## src/rtl/pulse_capture.sv

```systemverilog
// Input-capture unit: measures period and active width of a pulse train
// in clk cycles, latching each completed measurement with a valid strobe.
`timescale 1ns/1ps
module pulse_capture #(
  parameter int WIDTH = 8
) (
  input  logic             clk,
  input  logic             reset,
  input  logic             enable,
  input  logic             sig_in,
  input  logic [7:0]       control,
  output logic [WIDTH-1:0] period,
  output logic [WIDTH-1:0] high_time,
  output logic             valid,
  output logic [7:0]       status
);

  typedef enum logic [1:0] {
    IDLE,
    ARM,
    MEASURE,
    DONE
  } state_e;

  state_e           state_q, state_d;
  logic             s1_q, s2_q, s3_q;
  logic [1:0]       prime_q, prime_d;
  logic [WIDTH-1:0] cnt_q, cnt_d;
  logic [WIDTH-1:0] width_q, width_d;
  logic [WIDTH-1:0] period_q, period_d;
  logic [WIDTH-1:0] high_q, high_d;
  logic             end_seen_q, end_seen_d;
  logic             pol_q, pol_d;
  logic             valid_q, valid_d;
  logic             cap_q, cap_d;
  logic             ovf_q, ovf_d;

  logic rise, fall, edge_ok;
  logic start_edge, end_edge;
  logic cap_ev, ovf_ev;
  logic unused_ctrl;

  assign unused_ctrl = ^control[6:2];

  assign rise = s2_q & ~s3_q;
  assign fall = ~s2_q & s3_q;

  // Edges only count once the sync chain holds real samples after reset,
  // so a line already high at reset release is not seen as a rise.
  assign edge_ok    = (prime_q == 2'd3);
  assign start_edge = edge_ok & (pol_q ? fall : rise);
  assign end_edge   = edge_ok & (pol_q ? rise : fall);

  always_comb begin
    state_d    = state_q;
    prime_d    = edge_ok ? prime_q : prime_q + 2'd1;
    cnt_d      = cnt_q;
    width_d    = width_q;
    period_d   = period_q;
    high_d     = high_q;
    end_seen_d = end_seen_q;
    pol_d      = pol_q;
    valid_d    = 1'b0;
    cap_ev     = 1'b0;
    ovf_ev     = 1'b0;

    if (!enable) begin
      state_d = IDLE;
      cnt_d   = '0;
    end else begin
      unique case (state_q)
        IDLE: begin
          cnt_d   = '0;
          pol_d   = control[0];
          state_d = ARM;
        end
        ARM: begin
          if (start_edge) begin
            cnt_d      = {{(WIDTH-1){1'b0}}, 1'b1};
            end_seen_d = 1'b0;
            state_d    = MEASURE;
          end
        end
        MEASURE: begin
          if (start_edge) begin
            period_d   = cnt_q;
            high_d     = width_q;
            valid_d    = 1'b1;
            cap_ev     = 1'b1;
            cnt_d      = {{(WIDTH-1){1'b0}}, 1'b1};
            end_seen_d = 1'b0;
            if (control[1]) state_d = DONE;
          end else if (cnt_q == '1) begin
            ovf_ev  = 1'b1;
            cnt_d   = '0;
            state_d = ARM;
          end else begin
            cnt_d = cnt_q + 1'b1;
            if (end_edge && !end_seen_q) begin
              width_d    = cnt_q;
              end_seen_d = 1'b1;
            end
          end
        end
        DONE: begin
          state_d = DONE;
        end
        default: state_d = IDLE;
      endcase
    end

    // A same-cycle event beats the clear request.
    cap_d = cap_ev | (cap_q & ~control[7]);
    ovf_d = ovf_ev | (ovf_q & ~control[7]);
  end

  always_ff @(posedge clk) begin
    if (reset) begin
      state_q    <= IDLE;
      s1_q       <= 1'b0;
      s2_q       <= 1'b0;
      s3_q       <= 1'b0;
      prime_q    <= 2'd0;
      cnt_q      <= '0;
      width_q    <= '0;
      period_q   <= '0;
      high_q     <= '0;
      end_seen_q <= 1'b0;
      pol_q      <= 1'b0;
      valid_q    <= 1'b0;
      cap_q      <= 1'b0;
      ovf_q      <= 1'b0;
    end else begin
      state_q    <= state_d;
      s1_q       <= sig_in;
      s2_q       <= s1_q;
      s3_q       <= s2_q;
      prime_q    <= prime_d;
      cnt_q      <= cnt_d;
      width_q    <= width_d;
      period_q   <= period_d;
      high_q     <= high_d;
      end_seen_q <= end_seen_d;
      pol_q      <= pol_d;
      valid_q    <= valid_d;
      cap_q      <= cap_d;
      ovf_q      <= ovf_d;
    end
  end

  assign period    = period_q;
  assign high_time = high_q;
  assign valid     = valid_q;
  assign status    = {4'b0000, state_q == DONE, state_q == MEASURE,
                      ovf_q, cap_q};

endmodule
```

## config.mk

```make
export PLATFORM = sky130hd
export DESIGN_NAME = pulse_capture
export DESIGN_NICKNAME = d
export VERILOG_FILES = /design/src/rtl/pulse_capture.sv
export SDC_FILE = /design/constraint.sdc
export NUM_CORES = 1
export LEC_CHECK = 0
export BUFFER_PORTS_ARGS = -buffer_cell sky130_fd_sc_hd__buf_4
export CORE_AREA = 2 2 100 83
export DETAILED_ROUTE_END_ITERATION = 16
export DIE_AREA = 0 0 102 85
export GPL_ROUTABILITY_DRIVEN = 1
export PLACE_DENSITY = 0.44
export SLEW_MARGIN = 40
export SYNTH_ARGS = -nofsm -noshare
export SYNTH_HDL_FRONTEND = slang
export SYNTH_SLANG_ARGS = --single-unit
```

## constraint.sdc

```tcl
create_clock -name clk -period 2.34 [get_ports clk]
set_input_delay 0.117 -clock clk [delete_from_list [all_inputs] [get_ports clk]]
set_output_delay 0.117 -clock clk [all_outputs]
set_load 0.02 [all_outputs]
```

# --- After elaboration in Yosys (flattened, before gate mapping) ---
# Index checks and enable logic that the tools add are counted.
op_classes:
  addsub: 2
  eq_ne: 10
  n_mux: 23
  n_bitwise: 14
  n_reduce_logical: 12
op_table:
  columns: ["cell", "count"]
  rows:
  - ["8-bit two-way mux", 3]
  - ["8-bit case mux with 3 select lines", 1]
  - ["1-bit two-way mux", 13]
  - ["5-bit AND reduction", 2]
  - ["8-bit by 1-bit adder with 8-bit output (second input constant)", 1]
  - ["8-bit == test (second input constant)", 1]
  - ["2-bit two-way mux", 4]
  - ["2-bit case mux with 4 select lines", 1]
  - ["1-bit AND", 6]
  - ["2-bit == test (second input constant)", 3]
  - ["3-bit by 1-bit != test with 1-bit output (second input constant)", 2]
  - ["3-bit != test (second input constant)", 2]
  - ["1-bit NOT", 6]
  - ["3-bit AND reduction", 2]
  - ["2-bit AND reduction", 2]
  - ["3-bit nonzero test", 1]
  - ["2-bit by 1-bit adder with 2-bit output (second input constant)", 1]
  - ["2-bit by 1-bit == test with 1-bit output (second input constant)", 1]
  - ["2-bit logical NOT", 1]
  - ["2-bit != test (second input constant)", 1]
  - ["1-bit OR", 2]
  - ["1-bit case mux with 2 select lines", 1]
  - ["2-bit nonzero test", 1]
  - ["2-bit OR reduction", 1]
  - ["other kinds (2)", 2]
totals:
  ff_bits: 44
  out_inout_bits: 25

# --- Depth between registers and ports, before layout ---
logic_depth:
  depth_word: 9
  depth_mapped: 8
  depth_no_buf: 7

# --- Least setup slack after synthesis ---
# No wires, ideal clock.
synth_path:
  kind: "reg2reg"
  from: "reg state_q[0]"
  to: "reg high_q[5], in the netlist high_time[5]"
  arrival_time_ns: 1.620
  path_slack_ns: 0.587
  stages_incl_launch_ff: 8
  n_path_buf: 2
  path_cell_list: "dfxtp_1 inv_1 ha_1 clkbuf_1 nand3_1 clkbuf_1 nand2_1 a21oi_1"
synth_between:
  elab_chain_cells: 2
synth_lines:
  columns: ["item", "line_no", "rtl"]
  rows:
  - ["from (decl)", "25", "state_e state_q, state_d;"]
  - ["from (signal assigned)", "134", "state_q <= state_d;"]
  - ["2-bit == test", null, null]
  - ["via status[2]", "15", "output logic [7:0] status"]
  - ["3-bit AND reduction (no line)", null, null]
  - ["to (signal assigned)", "142", "high_q <= high_d;"]
  - ["to (decl)", "31", "logic [WIDTH-1:0] high_q, high_d;"]
# The timed path passes the listed nets, and every way through them passes these cells.
# A chain may end at the register's enable or synchronous reset.

# --- Worst setup path after layout ---
layout_path:
  from: "reg state_q[0]"
  to: "reg cnt_q[2]"
layout_between:
  elab_chain_cells: 3
  word_cells_on_any_way: 7
layout_lines:
  columns: ["item", "line_no", "rtl"]
  rows:
  - ["2-bit by 1-bit == test with 1-bit output, or another cell as far along", "71", "unique case (state_q)"]
  - ["2-bit != test (no line) or 3-bit nonzero test (tied branches)", null, null]
  - ["2-bit AND reduction (no line)", null, null]
  - ["to (signal assigned)", "139", "cnt_q <= cnt_d;"]
  - ["to (decl)", "28", "logic [WIDTH-1:0] cnt_q, cnt_d;"]
# Several ways; a longest one is shown, not always the timed one.

==> metrics.txt <==
status=completed; Syn-to-layout area delta=22.0%; ant diodes=0; Finished Core Util=30.8%; Max Cap Viol=0; final worst-path cycle share=83.8%; crit-path cells=inv_1, ha_1, o211ai_1, nor2_1, or4b_1, a21oi_1; final critical-path required period=1.96 ns; cts bufs inserted=5; clk sinks=44; non-filler cells in the finished layout=365; Reg clk slew, reported paths=0.08 ns; DRT Wirelength=4.41 mm; Pwr Total=0.00148 W; Flop pwr share=52.1%; Yosys top cell by area=dfxtp_1; initial drt markers=72; Switching Fraction=23.9%; # IOs=37; core area=0.00769 mm²; initial core utilization=25.3%; nets@finish=274; CTS tree=yes; Slew Limit Fails=0; vias in the first global route=1519; CP bufs+invs=1; H-Tree Depth=2; GR Overflow Total=0; Final ANT Viol Nets=0; Inst Count DP=357; max incr delay on CP=0.46 ns; Yosys cell types=40; cell area after layout=0.00237 mm²; cts hold-fix bufs=0; Syn Inst Count=228; Die H=85 µm; CTS max path bufs=2; crit path from=state_q[0]; count leader, synth=dfxtp_1; Setup Fix Bufs, Post-CTS=0; drt first pass iters=4; RSZ-0062 raised after global routing=no; Max Clock Skew=0.00603 ns; top post-synthesis cells by area=dfxtp_1, nand2_1, a21oi_1, mux2i_1, nor2_1; Clock Power Share=39.3%; Routability Congestion=0.811; die area=0.00867 mm²; hold_sp=sig_in; Pleak=0.890 nW; DIE WIDTH=102 µm; GRT Overall Usage=10.6%; CP Launch Type=flip-flop; sequential-to-total area share from yosys stat=45.3%; DRC viols=0; final hold vios=0; Slew HR=66.3%; Setup-failing EPs final=0; vias=1609; fraction of layout cells with a size suffix above 1=18.3%; Worst path slowest cell=or4b_1; post-synthesis async set-or-reset flop share=0%; Vias/cell=4.41; HPWL after DPL=3.12 mm; Synth Register Bits=44; biggest fanout along the worst timing path=6; Int Pwr=0.00113 W; initial antenna violation count=0; delay-heaviest family, CP=simple AND/OR/NAND/NOR gates; Syn Area/Cell=8.52 µm²; Rows=29; setup_tns=0 ns; Port Buf Inserts=27; min-delay worst type=primary input to flip-flop; Cell Pwr Density=624 mW/mm²; CTS root buf=clkbuf_8; clk_lat worst skew=0.30 ns; synthesized area=0.00194 mm²; drt wl/cell=12.1 µm; Max Clock Freq=510 MHz; worst slew pin tran=0.505 ns; Crit. End Element=flip-flop; post-CTS sizing=0; Post-synth top cells=dfxtp_1, nand2_1, a21oi_1; Critical Path AT=2.19 ns; DP Area=0.00226 mm²; switching pwr=0.000354 W; Worst VDD drop=0.202 mV; Logic pwr share=8.6%; ys flop type=dfxtp_1; EDFF count, synth=0; top cell type's share of synthesized area=45.3%; global-route wire length before repair=7.36 mm; reg2reg start=state_q[0]; Yosys warnings=0; Worst EP required=2.57 ns; Crit Path Class=flip-flop to flip-flop; largest net degree at the start of global routing=36; flop-to-flop setup slack=0.38 ns
-- cell usage in the layout (no fill, tap or decap), drive strengths merged, types with 5 or more instances in the layout --
cell type	netlist	layout
inv	5	5
o21ai	6	6
nand3	8	8
clkbuf	8	6
buf	10	36
mux2i	10	10
a21oi	24	24
nor2	21	21
dfxtp	44	44
nand2	39	39
ha	6	6
-- metal layers --
layer | routed length (µm) | global-route usage (%)
met1 | 2330 | 15.2
met5 | 0 | 0
met3 | 164 | 2.47
met4 | 62 | 3.64
met2 | 1850 | 15.7
-- state kept, by name, indices dropped and copies added, names as in the netlist --
name and flops:
s1_q 1, state_q 2, width_q 8, s3_q 1, high_time 8, pol_q 1
period 8, cnt_q 8, end_seen_q 1, cap_q 1, s2_q 1, valid 1
ovf_q 1, prime_q 2
-- power by group through the flow --
| stage | combinational, W | sequential (W) | clock [W] |
|---|---|---|---|
| finish | 0.000127 | 0.000771 | 0.000582 |
| global route | 0.000141 | 0.000773 | 0.000620 |
| CTS | 0.000127 | 0.000772 | 0.000603 |
| detailed placement | 0.000126 | 0.000789 | 0 |
| global placement | 0.000125 | 0.000789 | 0 |
| floorplan | 0.0000944 | 0.000787 | 0 |
-- metrics by stage --
step                setup slack (ns)  hold WS (ns)
floorplan                      0.587         0.245
global placement               0.415         0.331
detailed placement             0.434         0.335
CTS                            0.396        0.0246
global route                   0.266        0.0450
finish                         0.379        0.0255
-- layout make-up --
class                           count  area [µm²]
Fill cell                         842        5320
Multi-Input combinational cell    164         958
Sequential cell                    44         881
Timing Repair Buffer               36         270
Tap cell                          108         135
Clock buffer                        6        72.6
Clock inverter                      2        35.0
Inverter                            5        18.8
-- path summary, 6_finish.rpt --
check	cells past startpoint	endpoint
worst min register to register	1	s2_q
worst min-delay path	2	s1_q
worst max register to register	6	cnt_q[2]
worst max-delay path	6	cnt_q[2]
-- kinds of logic (layout without fill, tap and decap cells) --
group,Yosys count,in the layout,synth area share (%)
other,1,4,0.193
AOI/OAI and AO/OA,45,45,13.7
muxes,10,10,5.15
adders and majority gates,6,6,3.86
xor gates and xnor gates,3,3,1.35
DFF,44,44,45.3
and+or+nand+nor,96,96,24.5
buffers and inverters,23,49,5.92
Note: power is estimated with default switching activity, not from simulation.
